## src/rtl/paced_fifo_drain.sv

```systemverilog
// paced_fifo_drain
//   Synchronous FIFO with a full-rate write side and a read side paced by
//   a slow strobe (the divide-by-6 clk_6 from the clock divider). The
//   strobe is an ordinary clk-domain data signal. Each rising edge of
//   pace_in pops one word.
//
// Ports
//   clk        system clock, rising edge
//   reset      asynchronous active-low reset
//   pace_in    pace strobe; each rising edge requests one pop
//   wr_en      write request
//   wr_data    word to write
//   clr_flags  clears the sticky overflow/underflow flags
//   full       FIFO holds DEPTH words
//   empty      FIFO holds no words
//   count      occupancy, 0..DEPTH
//   out_valid  one-cycle pulse: out_data was updated this cycle
//   out_data   last popped word, held between pops
//   overflow   sticky: a write was attempted while full
//   underflow  sticky: a pace tick arrived while empty

module paced_fifo_drain #(
  parameter int DATA_W = 8,
  parameter int DEPTH  = 16,
  parameter int ADDR_W = 4
) (
  input  logic              clk,
  input  logic              reset,
  input  logic              pace_in,
  input  logic              wr_en,
  input  logic [DATA_W-1:0] wr_data,
  input  logic              clr_flags,
  output logic              full,
  output logic              empty,
  output logic [ADDR_W:0]   count,
  output logic              out_valid,
  output logic [DATA_W-1:0] out_data,
  output logic              overflow,
  output logic              underflow
);

  logic [DATA_W-1:0] mem [DEPTH];

  // Pointers carry one extra wrap bit so full and empty can be told apart.
  logic [ADDR_W:0] wr_ptr;
  logic [ADDR_W:0] rd_ptr;
  logic [ADDR_W:0] wr_ptr_next;
  logic [ADDR_W:0] rd_ptr_next;

  logic pace_q;
  logic tick;
  logic do_write;
  logic do_pop;

  // full and empty are registered, so both decisions use the state from the
  // start of the cycle. A write into an empty FIFO therefore never falls
  // through to a same-cycle tick, and a write into a full FIFO is rejected
  // even if a pop frees a slot in that same cycle.
  assign tick     = pace_in & ~pace_q;
  assign do_write = wr_en & ~full;
  assign do_pop   = tick & ~empty;

  assign wr_ptr_next = wr_ptr + {{ADDR_W{1'b0}}, do_write};
  assign rd_ptr_next = rd_ptr + {{ADDR_W{1'b0}}, do_pop};

  // Storage is deliberately left out of reset. Words left behind are
  // unreachable once the pointers are cleared.
  always_ff @(posedge clk) begin
    if (do_write) begin
      mem[wr_ptr[ADDR_W-1:0]] <= wr_data;
    end
  end

  // pace_q resets high. A strobe that is already high when reset is
  // released is not treated as an edge.
  always_ff @(posedge clk or negedge reset) begin
    if (!reset) begin
      wr_ptr    <= '0;
      rd_ptr    <= '0;
      full      <= 1'b0;
      empty     <= 1'b1;
      count     <= '0;
      pace_q    <= 1'b1;
      out_valid <= 1'b0;
      out_data  <= '0;
      overflow  <= 1'b0;
      underflow <= 1'b0;
    end else begin
      wr_ptr    <= wr_ptr_next;
      rd_ptr    <= rd_ptr_next;
      empty     <= (wr_ptr_next == rd_ptr_next);
      full      <= (wr_ptr_next[ADDR_W-1:0] == rd_ptr_next[ADDR_W-1:0]) &&
                   (wr_ptr_next[ADDR_W] != rd_ptr_next[ADDR_W]);
      count     <= wr_ptr_next - rd_ptr_next;
      pace_q    <= pace_in;
      out_valid <= do_pop;
      if (do_pop) begin
        out_data <= mem[rd_ptr[ADDR_W-1:0]];
      end
      // A new flag event in the same cycle as clr_flags keeps the flag set.
      overflow  <= (overflow & ~clr_flags) | (wr_en & full);
      underflow <= (underflow & ~clr_flags) | (tick & empty);
    end
  end

endmodule

```

## config.mk

```make
export PLATFORM = sky130hd
export DESIGN_NAME = paced_fifo_drain
export DESIGN_NICKNAME = d
export VERILOG_FILES = /design/src/rtl/paced_fifo_drain.sv
export SDC_FILE = /design/constraint.sdc
export NUM_CORES = 1
export LEC_CHECK = 0
export BUFFER_PORTS_ARGS = -buffer_cell sky130_fd_sc_hd__buf_2
export CAP_MARGIN = 0
export CORE_ASPECT_RATIO = 0.9
export CORE_MARGIN = 10
export CORE_UTILIZATION = 45
export DETAILED_ROUTE_END_ITERATION = 8
export SYNTH_ARGS = -nofsm -noshare
export SYNTH_HDL_FRONTEND = slang
export SYNTH_SLANG_ARGS = --single-unit
```

## constraint.sdc

```tcl
create_clock -name clk -period 3 [get_ports clk]
set_input_delay 0.45 -clock clk [delete_from_list [all_inputs] [get_ports clk]]
set_output_delay 0.45 -clock clk [all_outputs]
set_load 0.02 [all_outputs]
```

==> summary.md <==
| Metric | Value |
|---|---|
| CP Buf/Inv Count | `1` |
| Final hold violation count | `0` |
| Placed cell count | `550` |
| R2r setup slk | `0.59 ns` |
| CP cell instances | `or3b_1, inv_2, ha_1, xnor2_1, xor2_1, ha_1, a21o_1, a221oi_2, nor2_1, xnor2_1` |
| Final WS setup | `0.591 ns` |
| Tot Pwr | `7.44 mW` |
| Die height | `132 um` |
| Rel. slew slack | `0.540` |
| CTS Buf Count | `17` |
| Post-Route WL | `12.7 mm` |
| Clk root buf | `clkbuf_16` |
| Synth Instances | `347` |
| GRT Residual Overflow | `0` |
| Pin count of the biggest net entering global routing | `31` |
| Fmax | `0.415 GHz` |
| Hold/Removal Path Class | `primary input to asynchronous set/reset pin` |
| Worst Skew | `0.00993 ns` |
| Seq/Total Area, Yosys | `0.735` |
| Drt initial violations | `316` |
| Worst r2r src | `pace_q$_DFF_PN1_` |
| Initial antenna violation count | `0` |
| Final setup vio count | `0` |
| Placed Area | `0.00664 mm^2` |
| Core area | `0.0135 mm^2` |
| WHS | `0.0704 ns` |
| Worst setup path endpoint | `count[4]$_DFF_PN0_` |
| Fillers | `1098` |
| First-pass GRT wire length | `19.8 mm` |
| Critical path depth in cells | `10` |
| EDFF count, synth | `128` |
| Lkg Pwr | `2.67 nW` |
| WL per Instance | `21.8 um` |
| Cell area after layout | `0.00722 mm^2` |
| CTS H-tree lvls | `4` |
| Area leader, netlist | `edfxtp_1` |
| Crit path max fanout | `6` |
| CP arrival | `2.72 ns` |
| Critical path required time | `3.31 ns` |
| CTS Sinks | `157` |
| CTS tree | `done` |
| ANT nets after route | `0` |
| Final HPWL DP | `8.07 mm` |
| # resized after CTS | `0` |
| Final Slew Violations | `0` |
| Die X | `144 um` |
| Boundary Pins | `31` |
| Die area | `0.0189 mm^2` |
| Post-CTS Hold Buffers | `0` |
| Vias per cell | `5.51` |
| Place WS | `0.436 ns` |
| # diodes | `0` |
| Layout cells sized above 1 | `0.283` |
| # nets final | `421` |
| Yosys reg bits | `157` |
| Initial core utilization | `0.462` |
| CP startpoint | `pace_q$_DFF_PN1_` |
| R2R depth | `10` |
| Worst path max stage delay | `0.40 ns` |
| Setup crit end kind | `flip-flop` |
| Vias | `3208` |
| Final worst-path cycle share | `0.803` |
| VDD IR max | `458 uV` |
| Placer Congestion | `0.781` |
| Mapped Area | `0.00622 mm^2` |
| Min Tclk post-route | `2.41 ns` |
| Site row count | `40` |
| Synth top area cells | `edfxtp_1, dfrtp_1, mux4_2, nand2_1, mux2i_1` |
| Unrepaired setup endpoints after global routing | `no` |
| Maxcap violations | `0` |
| Post-synthesis area per instance | `17.9 um^2` |
| Library cells used by synthesis | `40` |
| Area Overhead vs Synth | `16.1%` |
| Worst r2r dst | `count[4]$_DFF_PN0_` |
| I/O Buffers | `30` |
| Critical-path top delay cell | `or3b_1` |
| Worst-Skew Late Latency | `0.42 ns` |
| Synth top cells by count | `edfxtp_1, nand2_1, mux4_2` |
| DRC Markers | `0` |
| Total GRT Usage | `0.142` |
| CP startpoint kind | `flip-flop` |
| Fin cells | `582` |
| PD cells | `1030 mW/mm^2` |
| Final Util | `0.537` |
| Outcome | `completed` |
| Post-synth top flop | `edfxtp_1` |
| Post-Route Setup TNS | `0 ns` |
| Top cell type's share of synthesized area | `0.618` |
| Synth async-reset ratio | `0.185` |
| Slew @ Worst Pin | `0.690 ns` |
| Vias in the first global route | `3266` |
| Top-count cell post-synth | `edfxtp_1` |
| Synthesis Warnings | `0` |
| Post-CTS setup buffer count | `0` |
| Clock edge transition at the registers on the reported setup and hold paths | `0.06 ns` |
| Syn Nets | `367` |
| Crit Path Class | `flip-flop to flip-flop` |
| First-pass DRT Iterations | `5` |
| CTS Buffer Depth | `2` |
| Top delay family on crit path | `XOR/XNOR gates` |
## state kept, by name (all words and copies together) (netlist names)
| name | cells |
|---|---|
| out_data | 8 |
| empty | 1 |
| rd_ptr | 5 |
| out_valid | 1 |
| count | 5 |
| underflow | 1 |
| overflow | 1 |
| wr_ptr | 5 |
| pace_q | 1 |
| full | 1 |
| mem | 128 |
## cell type report
type | count | area, um^2 | area share
clock buffers | 24 | 492 | 0.0681
clock inverters | 8 | 88.8 | 0.0123
inverters | 15 | 56.3 | 0.00779
multi-input cells | 160 | 1490 | 0.206
flip-flops and latches | 157 | 4570 | 0.633
well taps | 168 | 210 | 0.0291
repair buffers | 50 | 313 | 0.0433
## per-layer routing
layer,part of all wire,vias to the layer above,track usage
li1,-,1439,-
met1,0.47,1681,0.203
met2,0.47,74,0.205
met3,0.048,14,0.0328
met4,0.014,0,0.0573
met5,0,-,0
## worst register-to-register path: stages (launching register included)
cell      delay, ns
dfstp_2        0.36
or3b_1         0.40
inv_2          0.12
ha_1           0.18
xnor2_1        0.21
xor2_1         0.18
ha_1           0.24
a21o_1         0.18
a221oi_2       0.21
nor2_1         0.08
xnor2_1        0.12
## cell families (layout without fill, tap and decap cells)
logic type | count (synthesis) | after routing | synth area share
flops | 157 | 157 | 0.735
simple gates | 75 | 75 | 0.0523
mux | 39 | 39 | 0.121
xor+xnor | 14 | 14 | 0.0243
buf+inv | 30 | 97 | 0.0255
compound gates | 25 | 25 | 0.0277
fa+ha+maj | 7 | 7 | 0.0141
## placed cells by master, fill, tap and decap left out, types with 3 or more instances in the layout
master and n:
edfxtp_1 128, nor2_1 22, clkbuf_16 17, o21ai_1 5
inv_1 13, mux4_2 29, buf_2 30, nand3_1 6
a31oi_1 4, a21oi_1 3, mux2i_1 9, a22oi_1 4
buf_4 19, clkbuf_1 3, ha_1 7, nand2b_1 3
clkinv_2 5, dfrtp_1 26, xor2_1 7, clkbuf_8 4
nand2_1 32, nor3_1 4, xnor2_1 4
## worst min path at each step
stage                                 start                       to  slack [ns]  cells after the start
floorplan                             reset       count[0]$_DFF_PN0_        0.15                      0
global placement    out_data[5]$_DFFE_PN0P_  out_data[5]$_DFFE_PN0P_        0.48                      2
detailed placement           full$_DFF_PN0_       overflow$_DFF_PN0_        0.48                      2
CTS                                   reset       count[0]$_DFF_PN0_        0.11                      1
global route                          reset       count[3]$_DFF_PN0_        0.13                      1
finish                                reset       count[1]$_DFF_PN0_        0.07                      1
## power breakdown
| part | leakage (nW) | internal, mW | switching [mW] |
|---|---|---|---|
| Combinational | 0.873 | 1.01 | 1.32 |
| Clock | 0.291 | 1.30 | 0.787 |
| Sequential | 1.51 | 2.76 | 0.260 |
| Total | 2.67 | 5.07 | 2.36 |
No activity file was read; power rests on OpenSTA's default activity.
